`src/rtl/serial_parity_rx_pkg.sv`:
```
// Shared types and constants for the serial odd-parity receiver and its
// matching transmitter.
package serial_parity_rx_pkg;

  typedef enum logic [1:0] {
    IDLE   = 2'd0,
    DATA   = 2'd1,
    PARITY = 2'd2,
    DONE   = 2'd3
  } rx_state_t;

  // 1 = data ones plus parity bit must be odd (parity bit = XNOR of data).
  localparam bit ODD_PARITY = 1'b1;

  // Ceiling log2, minimum 1 so a counter is never zero bits wide.
  function automatic int clog2(input int value);
    int v;
    int r;
    r = 0;
    v = value - 1;
    while (v > 0) begin
      r = r + 1;
      v = v >> 1;
    end
    if (r < 1) r = 1;
    return r;
  endfunction

endpackage

```
`src/rtl/serial_parity_rx_if.sv`:
```
// Serial-in / parallel-out link between the pin logic and the word consumer.
interface serial_parity_rx_if #(
  parameter int DATA_W = 3
);
  logic              start;
  logic              din;
  logic              din_valid;
  logic [DATA_W-1:0] data_out;
  logic              out_valid;
  logic              parity_err;
  logic              busy;
  logic              abort;

  modport master (
    output start, din, din_valid,
    input  data_out, out_valid, parity_err, busy, abort
  );

  modport slave (
    input  start, din, din_valid,
    output data_out, out_valid, parity_err, busy, abort
  );
endinterface

```
`src/rtl/serial_parity_rx_accum.sv`:
```
// Serial parity accumulator: XORs in one bit per enabled cycle and presents
// the parity bit a transmitter would append under the link's convention.
module parity_accum
  import serial_parity_rx_pkg::*;
(
  input  logic clk,
  input  logic rst,
  input  logic clr,
  input  logic en,
  input  logic din,
  output logic parity_bit
);

  logic acc_q;

  // Running XOR of the bits seen since the last clear; clear wins over enable.
  always_ff @(posedge clk) begin
    if (rst) begin
      acc_q <= 1'b0;
    end else if (clr) begin
      acc_q <= 1'b0;
    end else if (en) begin
      acc_q <= acc_q ^ din;
    end
  end

  assign parity_bit = ODD_PARITY ? ~acc_q : acc_q;

endmodule

```
`src/rtl/serial_parity_rx.sv`:
```
// Deserialises DATA_W data bits plus one odd-parity bit into a parallel word
// with a one-cycle valid pulse and a held parity-error flag.
//
// state  | meaning
// IDLE   | waiting for start; serial line ignored
// DATA   | collecting data bits on din_valid cycles
// PARITY | waiting for the parity bit
// DONE   | one cycle, out_valid high, new word and error flag presented
module serial_parity_rx
  import serial_parity_rx_pkg::*;
#(
  parameter int DATA_W    = 3,
  parameter bit MSB_FIRST = 1'b1
) (
  input logic              clk,
  input logic              rst,
  serial_parity_rx_if.slave bus
);

  localparam int                 CNT_W    = clog2(DATA_W + 1);
  localparam logic [CNT_W-1:0]   CNT_LAST = CNT_W'(DATA_W - 1);

  rx_state_t         state_q;
  rx_state_t         state_d;
  logic [CNT_W-1:0]  cnt_q;
  logic [DATA_W-1:0] shreg_q;
  logic [DATA_W-1:0] data_q;
  logic              out_valid_q;
  logic              parity_err_q;
  logic              abort_q;

  logic              frame_clr;
  logic              bit_en;
  logic              par_en;
  logic              abort_d;
  logic              par_bit;

  // State register.
  always_ff @(posedge clk) begin
    if (rst) begin
      state_q <= IDLE;
    end else begin
      state_q <= state_d;
    end
  end

  // Next state and per-cycle strobes; start always restarts a frame and only
  // counts as an abort when a frame was actually in progress.
  always_comb begin
    state_d   = state_q;
    frame_clr = 1'b0;
    bit_en    = 1'b0;
    par_en    = 1'b0;
    abort_d   = 1'b0;
    case (state_q)
      IDLE: begin
        if (bus.start) begin
          state_d   = DATA;
          frame_clr = 1'b1;
        end
      end
      DATA: begin
        if (bus.start) begin
          frame_clr = 1'b1;
          abort_d   = 1'b1;
        end else if (bus.din_valid) begin
          bit_en = 1'b1;
          if (cnt_q == CNT_LAST) state_d = PARITY;
        end
      end
      PARITY: begin
        if (bus.start) begin
          state_d   = DATA;
          frame_clr = 1'b1;
          abort_d   = 1'b1;
        end else if (bus.din_valid) begin
          par_en  = 1'b1;
          state_d = DONE;
        end
      end
      DONE: begin
        if (bus.start) begin
          state_d   = DATA;
          frame_clr = 1'b1;
        end else begin
          state_d = IDLE;
        end
      end
      default: state_d = IDLE;
    endcase
  end

  // Bit counter and shift register for the frame in progress.
  always_ff @(posedge clk) begin
    if (rst) begin
      cnt_q   <= '0;
      shreg_q <= '0;
    end else if (frame_clr) begin
      cnt_q   <= '0;
      shreg_q <= '0;
    end else if (bit_en) begin
      cnt_q <= cnt_q + 1'b1;
      if (MSB_FIRST) begin
        shreg_q <= {shreg_q[DATA_W-2:0], bus.din};
      end else begin
        shreg_q <= {bus.din, shreg_q[DATA_W-1:1]};
      end
    end
  end

  parity_accum u_accum (
    .clk        (clk),
    .rst        (rst),
    .clr        (frame_clr),
    .en         (bit_en),
    .din        (bus.din),
    .parity_bit (par_bit)
  );

  // Registered outputs; word and error flag load together as DONE is entered
  // and hold until the next completed frame, even if that frame is errored.
  always_ff @(posedge clk) begin
    if (rst) begin
      data_q       <= '0;
      parity_err_q <= 1'b0;
      out_valid_q  <= 1'b0;
      abort_q      <= 1'b0;
    end else begin
      out_valid_q <= par_en;
      abort_q     <= abort_d;
      if (par_en) begin
        data_q       <= shreg_q;
        parity_err_q <= bus.din ^ par_bit;
      end
    end
  end

  assign bus.data_out   = data_q;
  assign bus.out_valid  = out_valid_q;
  assign bus.parity_err = parity_err_q;
  assign bus.abort      = abort_q;
  assign bus.busy       = (state_q == DATA) || (state_q == PARITY);

endmodule

```
`src/flat_wrapper.sv`:
```
// flat-port wrapper written by rule: the top's interface ports become plain ports
module serial_parity_rx_flat import serial_parity_rx_pkg::*;
#(
  parameter int DATA_W    = 3,
  parameter bit MSB_FIRST = 1'b1
)
  (clk, rst, bus_start, bus_din, bus_din_valid, bus_data_out, bus_out_valid, bus_parity_err, bus_busy, bus_abort);
  serial_parity_rx_if #(.DATA_W(DATA_W)) bus_i ();
  input logic clk;
  input logic rst;
  input wire logic [$bits(bus_i.start)-1:0] bus_start;
  input wire logic [$bits(bus_i.din)-1:0] bus_din;
  input wire logic [$bits(bus_i.din_valid)-1:0] bus_din_valid;
  output wire logic [$bits(bus_i.data_out)-1:0] bus_data_out;
  output wire logic [$bits(bus_i.out_valid)-1:0] bus_out_valid;
  output wire logic [$bits(bus_i.parity_err)-1:0] bus_parity_err;
  output wire logic [$bits(bus_i.busy)-1:0] bus_busy;
  output wire logic [$bits(bus_i.abort)-1:0] bus_abort;
  assign bus_i.start = bus_start;
  assign bus_i.din = bus_din;
  assign bus_i.din_valid = bus_din_valid;
  assign bus_data_out = bus_i.data_out;
  assign bus_out_valid = bus_i.out_valid;
  assign bus_parity_err = bus_i.parity_err;
  assign bus_busy = bus_i.busy;
  assign bus_abort = bus_i.abort;
  serial_parity_rx #(.DATA_W(DATA_W), .MSB_FIRST(MSB_FIRST)) u_core (.clk(clk), .rst(rst), .bus(bus_i));
endmodule
```
`config.mk`:
```
export PLATFORM = sky130hd
export DESIGN_NAME = serial_parity_rx_flat
export DESIGN_NICKNAME = d
export VERILOG_FILES = /design/src/rtl/serial_parity_rx_pkg.sv /design/src/rtl/serial_parity_rx_if.sv /design/src/rtl/serial_parity_rx_accum.sv /design/src/rtl/serial_parity_rx.sv /design/src/flat_wrapper.sv
export SDC_FILE = /design/constraint.sdc
export NUM_CORES = 1
export LEC_CHECK = 0
export CORE_AREA = 2 2 39 41
export CTS_BUF_LIST = sky130_fd_sc_hd__clkbuf_16
export DETAILED_ROUTE_END_ITERATION = 12
export DIE_AREA = 0 0 41 43
export PLACE_DENSITY = 0.74
export SLEW_MARGIN = 20
export SYNTH_ARGS = -nofsm -noshare
export SYNTH_HDL_FRONTEND = slang
export SYNTH_SLANG_ARGS = --single-unit
```
`constraint.sdc`:
```
create_clock -name clk -period 2.75 [get_ports clk]
set_clock_uncertainty 0.05 [all_clocks]
set_input_delay 0.55 -clock clk [delete_from_list [all_inputs] [get_ports clk]]
set_output_delay 0.55 -clock clk [all_outputs]
set_load 0.02 [all_outputs]
```
==> metrics.txt <==
total global routing track utilization=17.2%; Seq pwr share=33.7%; clock latency at the later pin of the worst-skew pair=240 ps; Mean Syn Cell Area=8.79 um2; Total Power=0.710 mW; postcts setup bufs=0; Post-Route WL=1070 um; Comb pwr share=between 20% and 30%; worst reg2reg endpoint=u_core.state_q[1]; CP Capture Point=bus_busy; CTS tree=yes; global route total overflow=0; Unique masters post-synth=21; Iter 0 DRT Violations=8; sequential cell area=between 200 and 300 um2; fin crit period=~2200 ps; commonest non-fill, non-tap cells in the layout=dfxtp_1, clkdlybuf4s50_1, a21oi_1, nor2_1, nand2_1; Syn Inst Count=72; post-place instance area=744 um2; Hold WC Path Type=reg2reg; Inst Count DP=between 90 and 100; RR Startpoint=u_core.state_q[0]; Hold-fix buffers, CTS=0; Reg2Reg Setup Slack=approximately 1100 ps; power share of the clock group=between 30% and 40%; Cell Area, Synth=633 um2; Worst-Margin Slew=328 ps; max_slew headroom=78.1%; Finished Cell Area=approximately 820 um2; sw frac=28.6%; Worst-path clk slew=40 ps; CP Data Arrival Time=between 1500 and 2000 ps; nets=95; NetSw=0.203 mW; first-pass GRT wire length=2040 um; CP startpoint kind=flip-flop; hpwl dp=798 um; final setup violation count=0; pwr/cell area=866 nW/um2; final cell count without fillers=around 100; Top Usage Layer GRT=met2; drt first pass iters=4; Crit. End Element=output port; Core Area=1380 um2; FF-to-FF path depth=6; run status=completed; area of the multi-input gates=roughly 320 um2; Pint=0.507 mW; ant diodes=0; RSZ-0062 raised after global routing=no; Setup TNS=0 ps; Critical Path RT=between 2000 and 2500 ps; root buffer cell=clkbuf_16; clk sinks=14; vias per cell=5.15; syn_nets=82; commonest non-fill, non-tap cell in the layout=dfxtp_1; Die ar.=1760 um2; Fin. Hold Viols=0; DRT antenna net count=0; worst-path maximum fanout=6; PortBufs=11; CTS Buf Count=3; pin count of the biggest net entering global routing=11; Placer Congestion=a little over 0.7; Synth Register Bits=14; Die Ht=43 um; VDD IR-drop max=~0.51 mV; crit share post-route=81.5%; Max Cap Viol=0; row cnt=14; DRC errors left=0; top-level I/O count=12; area grow syn2layout=29.4%; WL per Instance=around 11 um; register area share after synthesis=44.3%; CTS H-tree lvls=1; met3 usage=about a tenth; Max Clk Rate=around 450 MHz; number of global-route vias before repair=490; met1 Usage GRT=21.1%; Fillers=123; Critical Path Start=u_core.state_q[1]; antenna violations before repair=0; starting density of the core=a little under half; vias post-DR=510; M2 GR Usage=24.7%; Leakage=0.313 nW; Bufs on Longest Clock Path=2; post-cts gate resize count=0; CP Class=reg2out; Ys Warns=0; Max Slew Vio Count=0; share of layout cells above drive strength 1=6.02%; Die Wd=41 um
## sequential cells by signal, indices dropped and copies added (netlist names)
| register | flops |
|---|---|
| u_core.bus.data_out | 3 |
| u_core.shreg_q | 3 |
| u_core.cnt_q | 2 |
| u_core.state_q | 2 |
| u_core.bus.abort | 1 |
| u_core.bus.out_valid | 1 |
| u_core.bus.parity_err | 1 |
| u_core.u_accum.acc_q | 1 |
## worst min-delay path by stage
| stage | end | cells past startpoint | startpoint | slack (ps) |
|---|---|---|---|---|
| 2_1_floorplan | u_core.shreg_q[2] | 2 | u_core.shreg_q[2] | 390 |
| 3_3_place_gp | u_core.bus.data_out[1] | 2 | u_core.bus.data_out[1] | 390 |
| 3_5_place_dp | u_core.shreg_q[2] | 2 | u_core.shreg_q[2] | 400 |
| 4_1_cts | u_core.bus.data_out[0] | 2 | u_core.bus.data_out[0] | 410 |
| 5_1_grt | u_core.shreg_q[0] | 2 | u_core.shreg_q[0] | 440 |
| 6_report | u_core.bus.data_out[0] | 2 | u_core.bus.data_out[0] | 410 |
## cells by family (layout without fill, tap and decap cells)
family / Yosys count / after routing / share of synthesized area (%)
AND/OR/NAND/NOR: 30 / 30 / 23.5
flip-flops: 14 / 14 / 44.3
AO/OA/AOI/OAI: 13 / 13 / 11.9
buffers and inverters: 6 / 17 / 4.74
adder cells (fa/ha/maj): 5 / 5 / 9.88
XOR/XNOR: 3 / 3 / 4.15
multiplexers: 1 / 1 / 1.58
## worst max-delay path: stages, from the launching register on
cell and delay (ps):
dfxtp_1 420, inv_1 90, ha_1 290, clkdlybuf4s50_1 600
## Yosys cell counts (all sizes together)
cell	instances	area, um2
a211oi	1	12.5
a21o	1	7.51
a21oi	9	45.0
and3b	1	8.76
and4bb	1	12.5
buf	1	11.3
clkbuf	2	7.51
dfxtp	14	280
ha	5	62.6
inv	3	11.3
mux2i	1	10.0
nand2	8	30.0
nand2b	1	6.26
nand3	6	30.0
nor2	8	30.0
nor2b	2	12.5
o21ai	2	10.0
or2	1	6.26
or3	2	12.5
xnor2	2	17.5
xor2	1	8.76
## power by group through the flow
stage,combinational [mW],clock (mW),sequential (mW)
after floorplan,0.149,0,0.243
after global placement,0.204,0,0.242
after detailed placement,0.207,0,0.244
after CTS,0.209,0.270,0.240
after global routing,0.234,0.281,0.243
final,0.206,0.264,0.240
## area by class of cell
class | instances | share of cell area [%]
Sequential cell | 14 | 34.2
Tap cell | 16 | 2.44
Inverter | 3 | 1.37
Clock buffer | 3 | 9.16
Timing Repair Buffer | 11 | 13.4
Multi-Input combinational cell | 52 | 39.4
## routing by layer
metal  share of wire, %  routed length, um
met1                 45                479
met2                 47                504
met3                6.9                 74
met4                1.2                 13
met5                  0                  0
## per-stage QoR
| stage | hold WS (ps) | worst slack, ps | utilization (%) |
|---|---|---|---|
| 5_1_grt | 443 | 415 | 59.2 |
| 6_report | 406 | 509 | 59.2 |
| 3_3_place_gp | 393 | 738 | 53.8 |
| 2_1_floorplan | 387 | 1270 | - |
| 3_5_place_dp | 403 | 687 | 53.8 |
| 4_1_cts | 405 | 493 | 59.2 |
Power figures use the tool's default switching activity.
